[src/rtl/seg7_pkg.sv]
// seg7_pkg: shared glyph table and display constants for the scan counter
package seg7_pkg;

    localparam int MAX_DIGITS = 8;

    localparam logic [6:0] SEG_OFF_HI = 7'h00;
    localparam logic [6:0] SEG_OFF_LO = 7'h7F;

    // Active-high glyphs, bit order {g,f,e,d,c,b,a}
    localparam logic [6:0] GLYPHS [16] = '{
        7'h3F, 7'h06, 7'h5B, 7'h4F, 7'h66, 7'h6D, 7'h7D, 7'h07,
        7'h7F, 7'h6F, 7'h77, 7'h7C, 7'h39, 7'h5E, 7'h79, 7'h71
    };

endpackage

[src/rtl/hex_to_seg7.sv]
// hex_to_seg7: active-high 7-segment glyph for one hex nibble
import seg7_pkg::*;

module hex_to_seg7 (
    input  logic [3:0] i_nibble,
    output logic [6:0] o_glyph
);

    assign o_glyph = GLYPHS[i_nibble];

endmodule

[src/rtl/seg7_scan_counter.sv]
// seg7_scan_counter: prescaled N-digit hex up/down counter with multiplexed 7-segment output
import seg7_pkg::*;

module seg7_scan_counter #(
    parameter int unsigned NUM_DIGITS     = 2,
    parameter int unsigned TICK_DIV       = 4194304,
    parameter int unsigned SCAN_DIV       = 12000,
    parameter bit          SEG_ACTIVE_LOW = 1'b1,
    parameter bit          LZ_BLANK       = 1'b0
) (
    input  logic                    clk,
    input  logic                    rst_n,
    input  logic                    en,
    input  logic                    up_dn,
    input  logic                    load,
    input  logic [4*NUM_DIGITS-1:0] load_value,
    output logic [4*NUM_DIGITS-1:0] count,
    output logic                    tick,
    output logic                    wrap,
    output logic [6:0]              seg,
    output logic [NUM_DIGITS-1:0]   dig_sel
);

    localparam int W  = 4 * NUM_DIGITS;
    localparam int TW = (TICK_DIV > 1) ? $clog2(TICK_DIV) : 1;
    localparam int SW = (SCAN_DIV > 1) ? $clog2(SCAN_DIV) : 1;
    localparam int IW = (NUM_DIGITS > 1) ? $clog2(NUM_DIGITS) : 1;

    if (NUM_DIGITS < 1 || NUM_DIGITS > MAX_DIGITS || TICK_DIV < 2 || SCAN_DIV < 2) begin : g_bad_params
        $error("seg7_scan_counter: parameter out of range");
    end

    logic [TW-1:0]         r_tick_cnt;
    logic [W-1:0]          r_count;
    logic                  r_tick;
    logic                  r_wrap;
    logic [SW-1:0]         r_scan_cnt;
    logic [IW-1:0]         r_idx;
    logic [6:0]            r_seg;
    logic [NUM_DIGITS-1:0] r_dig;

    logic                  w_tick_term;
    logic                  w_at_edge;
    logic                  w_scan_term;
    logic                  w_slot_blank;
    logic                  w_lz;
    logic [3:0]            w_nib;
    logic [6:0]            w_glyph;
    logic [6:0]            w_seg_off;
    logic [NUM_DIGITS-1:0] w_onehot;

    assign w_tick_term  = en && (r_tick_cnt == TW'(TICK_DIV - 1));
    assign w_at_edge    = up_dn ? (&r_count) : (r_count == '0);
    assign w_scan_term  = r_scan_cnt == SW'(SCAN_DIV - 1);
    // Slot position 0 is the anti-ghost blank cycle that follows every index advance
    assign w_slot_blank = r_scan_cnt == '0;
    assign w_nib        = 4'(r_count >> (4 * r_idx));
    assign w_lz         = LZ_BLANK && (r_idx != '0) && ((r_count >> (4 * r_idx)) == '0);
    assign w_seg_off    = SEG_ACTIVE_LOW ? SEG_OFF_LO : SEG_OFF_HI;
    assign w_onehot     = NUM_DIGITS'(1) << r_idx;

    hex_to_seg7 u_dec (
        .i_nibble (w_nib),
        .o_glyph  (w_glyph)
    );

    // Prescaler and counter; load wins over a step and suppresses wrap
    always_ff @(posedge clk or negedge rst_n) begin
        if (!rst_n) begin
            r_tick_cnt <= '0;
            r_count    <= '0;
            r_tick     <= 1'b0;
            r_wrap     <= 1'b0;
        end else begin
            r_tick     <= w_tick_term;
            r_wrap     <= w_tick_term && !load && w_at_edge;
            r_tick_cnt <= (load || w_tick_term) ? '0 : (en ? r_tick_cnt + 1'b1 : r_tick_cnt);
            r_count    <= load ? load_value : (w_tick_term ? (up_dn ? r_count + 1'b1 : r_count - 1'b1) : r_count);
        end
    end

    // Free-running scan counter stepping the digit index at each slot end
    always_ff @(posedge clk or negedge rst_n) begin
        if (!rst_n) begin
            r_scan_cnt <= '0;
            r_idx      <= '0;
        end else begin
            r_scan_cnt <= w_scan_term ? '0 : r_scan_cnt + 1'b1;
            if (w_scan_term)
                r_idx <= (r_idx == IW'(NUM_DIGITS - 1)) ? '0 : r_idx + 1'b1;
        end
    end

    // Registered display drive: blank cycle, leading-zero blanking, polarity
    always_ff @(posedge clk or negedge rst_n) begin
        if (!rst_n) begin
            r_seg <= w_seg_off;
            r_dig <= '0;
        end else begin
            r_dig <= w_slot_blank ? '0 : w_onehot;
            r_seg <= (w_slot_blank || w_lz) ? w_seg_off : (SEG_ACTIVE_LOW ? ~w_glyph : w_glyph);
        end
    end

    assign count   = r_count;
    assign tick    = r_tick;
    assign wrap    = r_wrap;
    assign seg     = r_seg;
    assign dig_sel = r_dig;

endmodule

[config.mk]
export PLATFORM = sky130hd
export DESIGN_NAME = seg7_scan_counter
export DESIGN_NICKNAME = d
export VERILOG_FILES = /design/src/rtl/seg7_pkg.sv /design/src/rtl/hex_to_seg7.sv /design/src/rtl/seg7_scan_counter.sv
export SDC_FILE = /design/constraint.sdc
export NUM_CORES = 1
export LEC_CHECK = 0
export ABC_AREA = 1
export CAP_MARGIN = 0
export CORE_MARGIN = 2
export CORE_UTILIZATION = 50
export DETAILED_ROUTE_END_ITERATION = 8
export PLACE_DENSITY = 0.78
export SLEW_MARGIN = 20
export SYNTH_ARGS = -nofsm -noshare
export SYNTH_HDL_FRONTEND = slang
export SYNTH_SLANG_ARGS = --single-unit
[constraint.sdc]
create_clock -name clk -period 3 [get_ports clk]
set_input_delay 0.6 -clock clk [delete_from_list [all_inputs] [get_ports clk]]
set_output_delay 0.6 -clock clk [all_outputs]
set_load 0.02 [all_outputs]
Word level (Yosys, flattened, before mapping)
Memories as Yosys holds them, arrays and structs flattened. Cells that the tools add are included.

Bits in registers: 56. Latch bits: 0. Memory bits (writable): 0. Memory bits (read-only): 112. Input bits: 13. Output and inout bits: 19. Word-level logic and storage cells: 43. Memories kept: 1.

$add $sub $neg: 5. $mul: 0. Divide/modulo/power cells: 0. $lt $le $gt $ge: 1. Eq/ne operators: 2. Shifts and indexed selects: 2. Muxes and demuxes: 12. Bitwise gates (word level): 2. Reductions and logical operators: 10.

Memories: (no name shown) (depth 16, width 7, read ports 1, clocked after memory_dff 0, write ports 0, line hex_to_seg7.sv:9) `assign o_glyph = GLYPHS[i_nibble];`.

Operators with widths (count): $mux 22 (2); $mux 8 (3); $add 22x1->22 const B (1); $eq 22x22->1 const B (1); $mux 7 (3); $add 14x1->14 const B (1); $eq 14x14->1 const B (1); $logic_not 14->1 (1); $mux 14 (1); $add 8x1->8 const B (1); $logic_not 8->1 (1); $reduce_and 8->1 (1); $shr 8x3->4 (1); $sub 8x1->8 const B (1); $not 7->7 (1); $ge 5x5->1 const B (1); $not 4->5 (1); $reduce_bool 2->1 (2); $logic_and 1x1->1 (3); $mux 1 (2); $mux 2 (1); $shl 1x1->2 const A (1); $add 1x1->1 const B (1); $logic_not 1->1 (1); $logic_or 1x1->1 (1).

Logic depth before layout (Yosys ltp)
Depth in word-level cells: 7. Gate-level depth with buffers: 12. Depth with buffers taken out: 12.

Modules after synthesis
A second synthesis with hierarchy kept.

Cell total of the unflattened synthesis: 489. Area, all modules: 3527.1 um^2.

Modules (own cells, without submodules): seg7_scan_counter (instances 1, cells each 437, area each 3256.9 um^2, seq. area each 1410.1 um^2); hex_to_seg7 (instances 1, cells each 52, area each 270.3 um^2, seq. area each 0.0 um^2).

Worst setup path after synthesis
Ideal clock, no wire load.

Kind: in2reg. From: input port up_dn. To: register r_count[7], in the netlist count[7]. Setup time: 0.117 ns. Arrival: 1.684 ns. Required time: 2.883 ns. Path slack: 1.200 ns. Stages on the path: 12. Path buffers: 0. Cell sequence: inv_1 ha_1 nand2_1 nand2_1 inv_1 nand2_1 nand2_1 nand2_1 nand2_1 nand3_1 nand2_1 nand2_1.

Cells in the longest elaborated chain, start to end: 3.

Ends and longest elaborated chain: from (decl) (line seg7_scan_counter.sv:14) `input logic up_dn,`; $mux 8 (3 in series) (line seg7_scan_counter.sv:78) `r_count <= load ? load_value : (w_tick_term ? (up_dn ? r_count + 1'b1 : r_count - 1'b1) : r_count);`; to (signal assigned) (line seg7_scan_counter.sv:78); to (decl) (line seg7_scan_counter.sv:34) `logic [W-1:0] r_count;`.

No other way between the ends. The select of a mux whose other input is x is not followed. A chain may end at the register's enable or synchronous reset.

Worst setup path after layout
Ends and elaborated chain as after synthesis.

==> flow_summary.toml <==
[cts]
cts_made_buffers = 5
root_buffer = "clkbuf_8"
htreeDepth = 2
postCtsHoldBufs = 0
clkSinkCount = 56
cts_tree = "yes"
clock_path_buffers = 2
path_clk_slew_ns = 0.11
post_cts_buffers = 0
clkLatencyLatePin_ns = 0.32
ctsResizeCount = 0

[detailed_routing]
drtPass1Iterations = 4
post_drt_wl_per_cell_um = 11.9
ant_nets = 0
drt_iter0_markers = 136
vias = 3205
vias_per_cell = 4.98
drc_errors = 0
wl_mm = 7.64

[critical_path]
worstSetupStartpointType = "input port"
arrival_ns = 2.37
r2r-start = "r_idx"
cp.required_ns = 3.20
path_class = "input port to flop"
r2r-end = "seg[5]"
critPathMaxFanout = 9
crit_path_end_kind = "flop"
worst_r2r_path_depth = 7
r2r_slack_ns = 0.96
startpoint = "up_dn"

[flow_run]
drv_cap = 0

[global_route]
met1_usage = 0.276
gr-total-overflow = 0
first_global_vias = 2971
grt_use_total = 0.210
grt_max_degree = 40
grt_pass1_wl_mm = 13.1
antenna_found_initial = 0
gr-usage-met2 = 0.367
grtUsageMet3 = 0.0308
busiest_layer = "met2"

[floorplanning]
die_area_mm2 = 0.00785
die_h_um = 88.6
die_width_um = 88.6
start_util = 0.521
core_mm2 = 0.00687
row_count = 30
top_level_ports = 32

[sta]
hold_viol = 0
clock_skew_ns = 0.0219
tns_ns = 0
slew_headroom = 0.557
fmax_mhz = 461
final.min_clock_period_ns = 2.17
fin_ws_ns = 0.830
min_period_over_period = 0.723
worstMarginPinSlew_ns = 0.658
rsz0062_at_grt = "no"
setup_violations = 0
drv_slew = 0

[min_path]
hp-class = "input port to async pin"

[yosys]
syn_area_per_cell_um2 = 6.98
netlist.area_leader.share = 0.343
ys_seq_area_frac = 0.394
synth.top_cells.by_area = "dfrtp_1 (34%), nand2_1 (14%), inv_1 (8.4%)"
synth.yosys.warnings = 0
synth-xor-area-share = 0.0294
yosys.area.top_type = "dfrtp_1"
synth_top_family_by_area = "simple AND/OR/NAND/NOR gates"
synth_nets = 542
ys_types = 29
syn-cell-area_mm2 = 0.00358
synth_edf_count = 0
synthMuxAreaShare = 0
yosys.area_share.adder = 0.0580
ys_seq_elements = 56
postSynth.asyncResetShare = 1.00
synth_compound_area_frac = 0.0563
synth_flop_cell = "dfrtp_1"
postSynthCellCount = 513
synth-simple-area-share = 0.360

[placement]
dp.cells = 636
place_ws_ns = 0.507
gp_congestion = 0.878
place.port_buffers = 31
hpwl_mm = 5.88

[finish]
utilization = 0.593
drive_gt1_frac = 0.0566
stdcell_count = 644
area_growth_syn_to_layout_pct = 13.7
mostFrequentLayoutCells = "nand2_1 (136), inv_1 (80), nor2_1 (76)"
final_common_cell = "nand2_1"
nNetsFinal = 576
n_antenna_cell = 0

[power]
power.leakage_nw = 1.97
clkPwrFrac = 0.240
swShare = 0.324
power_density_mw_per_mm2 = 442
vdd_ir_drop_max_uv = 280
combPwrFrac = 0.278
p_int_mw = 1.22
seqPwrFrac = 0.482
switching_power_mw = 0.583

[outcome]
status = "completed"
[Yosys cell counts (2+ instances only)]
master,number
or2_2,3
inv_1,80
nor2_1,76
o21ai_0,19
buf_6,2
nand4_1,14
xor2_1,8
dfrtp_1,49
nor2_2,3
nand3_1,44
nor3_1,21
nand3b_1,2
ha_1,15
a21oi_1,15
clkbuf_1,2
nand2_1,136
buf_4,3
xnor2_1,4
dfstp_2,7
[stage by stage]
step / power (mW) / instance area [um^2] / hold slack, ns
floorplan: 1.19 / 3580 / 0.304
global placement: 1.38 / 3980 / 0.467
detailed placement: 1.39 / 3980 / 0.485
CTS: 1.82 / 4070 / 0.202
global route: 1.92 / 4070 / 0.206
finish: 1.80 / 4070 / 0.190
[critical path: stages]
cell	delay (ns)
clkdlybuf4s50_1	0.50
inv_1	0.19
ha_1	0.43
nand2_1	0.09
nand2_1	0.06
inv_1	0.07
nand2_1	0.06
nand2_1	0.08
nand2_1	0.05
nand2_1	0.06
nand3_1	0.06
nand2_1	0.08
nand2_1	0.05
[routing by layer]
metal  vias up  routed length, um
met2        31               3710
met3         9                156
met1      1487               3700
met4         0                 80
met5         -                  0
li1       1678                  -
[power by group through the flow]
stage / combinational, mW / sequential, mW / clock (mW)
4_1_cts: 0.505 / 0.869 / 0.446
6_report: 0.501 / 0.868 / 0.432
5_1_grt: 0.560 / 0.875 / 0.484
3_3_place_gp: 0.493 / 0.883 / 0
3_5_place_dp: 0.502 / 0.884 / 0
2_1_floorplan: 0.261 / 0.931 / 0
[how the worst max path moves through the flow]
stage | end | slack [ns]
6_report | count[7] | 0.83
5_1_grt | count[7] | 0.68
4_1_cts | count[7] | 0.84
3_5_place_dp | count[7] | 0.51
3_3_place_gp | count[4] | 0.55
2_1_floorplan | count[7] | 1.20
[sequential cells by signal, indices dropped and copies added (netlist names)]
| signal | count |
|---|---|
| r_scan_cnt | 14 |
| dig_sel | 2 |
| seg | 7 |
| r_idx | 1 |
| r_tick_cnt | 22 |
| wrap | 1 |
| tick | 1 |
| count | 8 |
[cell families (layout without fill, tap and decap cells)]
| kind of cell | count (synthesis) | in the layout |
|---|---|---|
| xor+xnor | 12 | 12 |
| buf+inv | 90 | 125 |
| flops | 56 | 56 |
| simple gates | 302 | 302 |
| fa+ha+maj | 16 | 16 |
| compound gates | 37 | 37 |
[cell type report]
class	instances	area [um^2]
tap	96	120
sequential	56	1410
inverter	82	308
multi-input combinational	367	1800
timing repair buffer	35	335
clock inverter	1	7.51
fill	649	2800
clock buffer	7	86.3
Power figures use the tool's default switching activity.
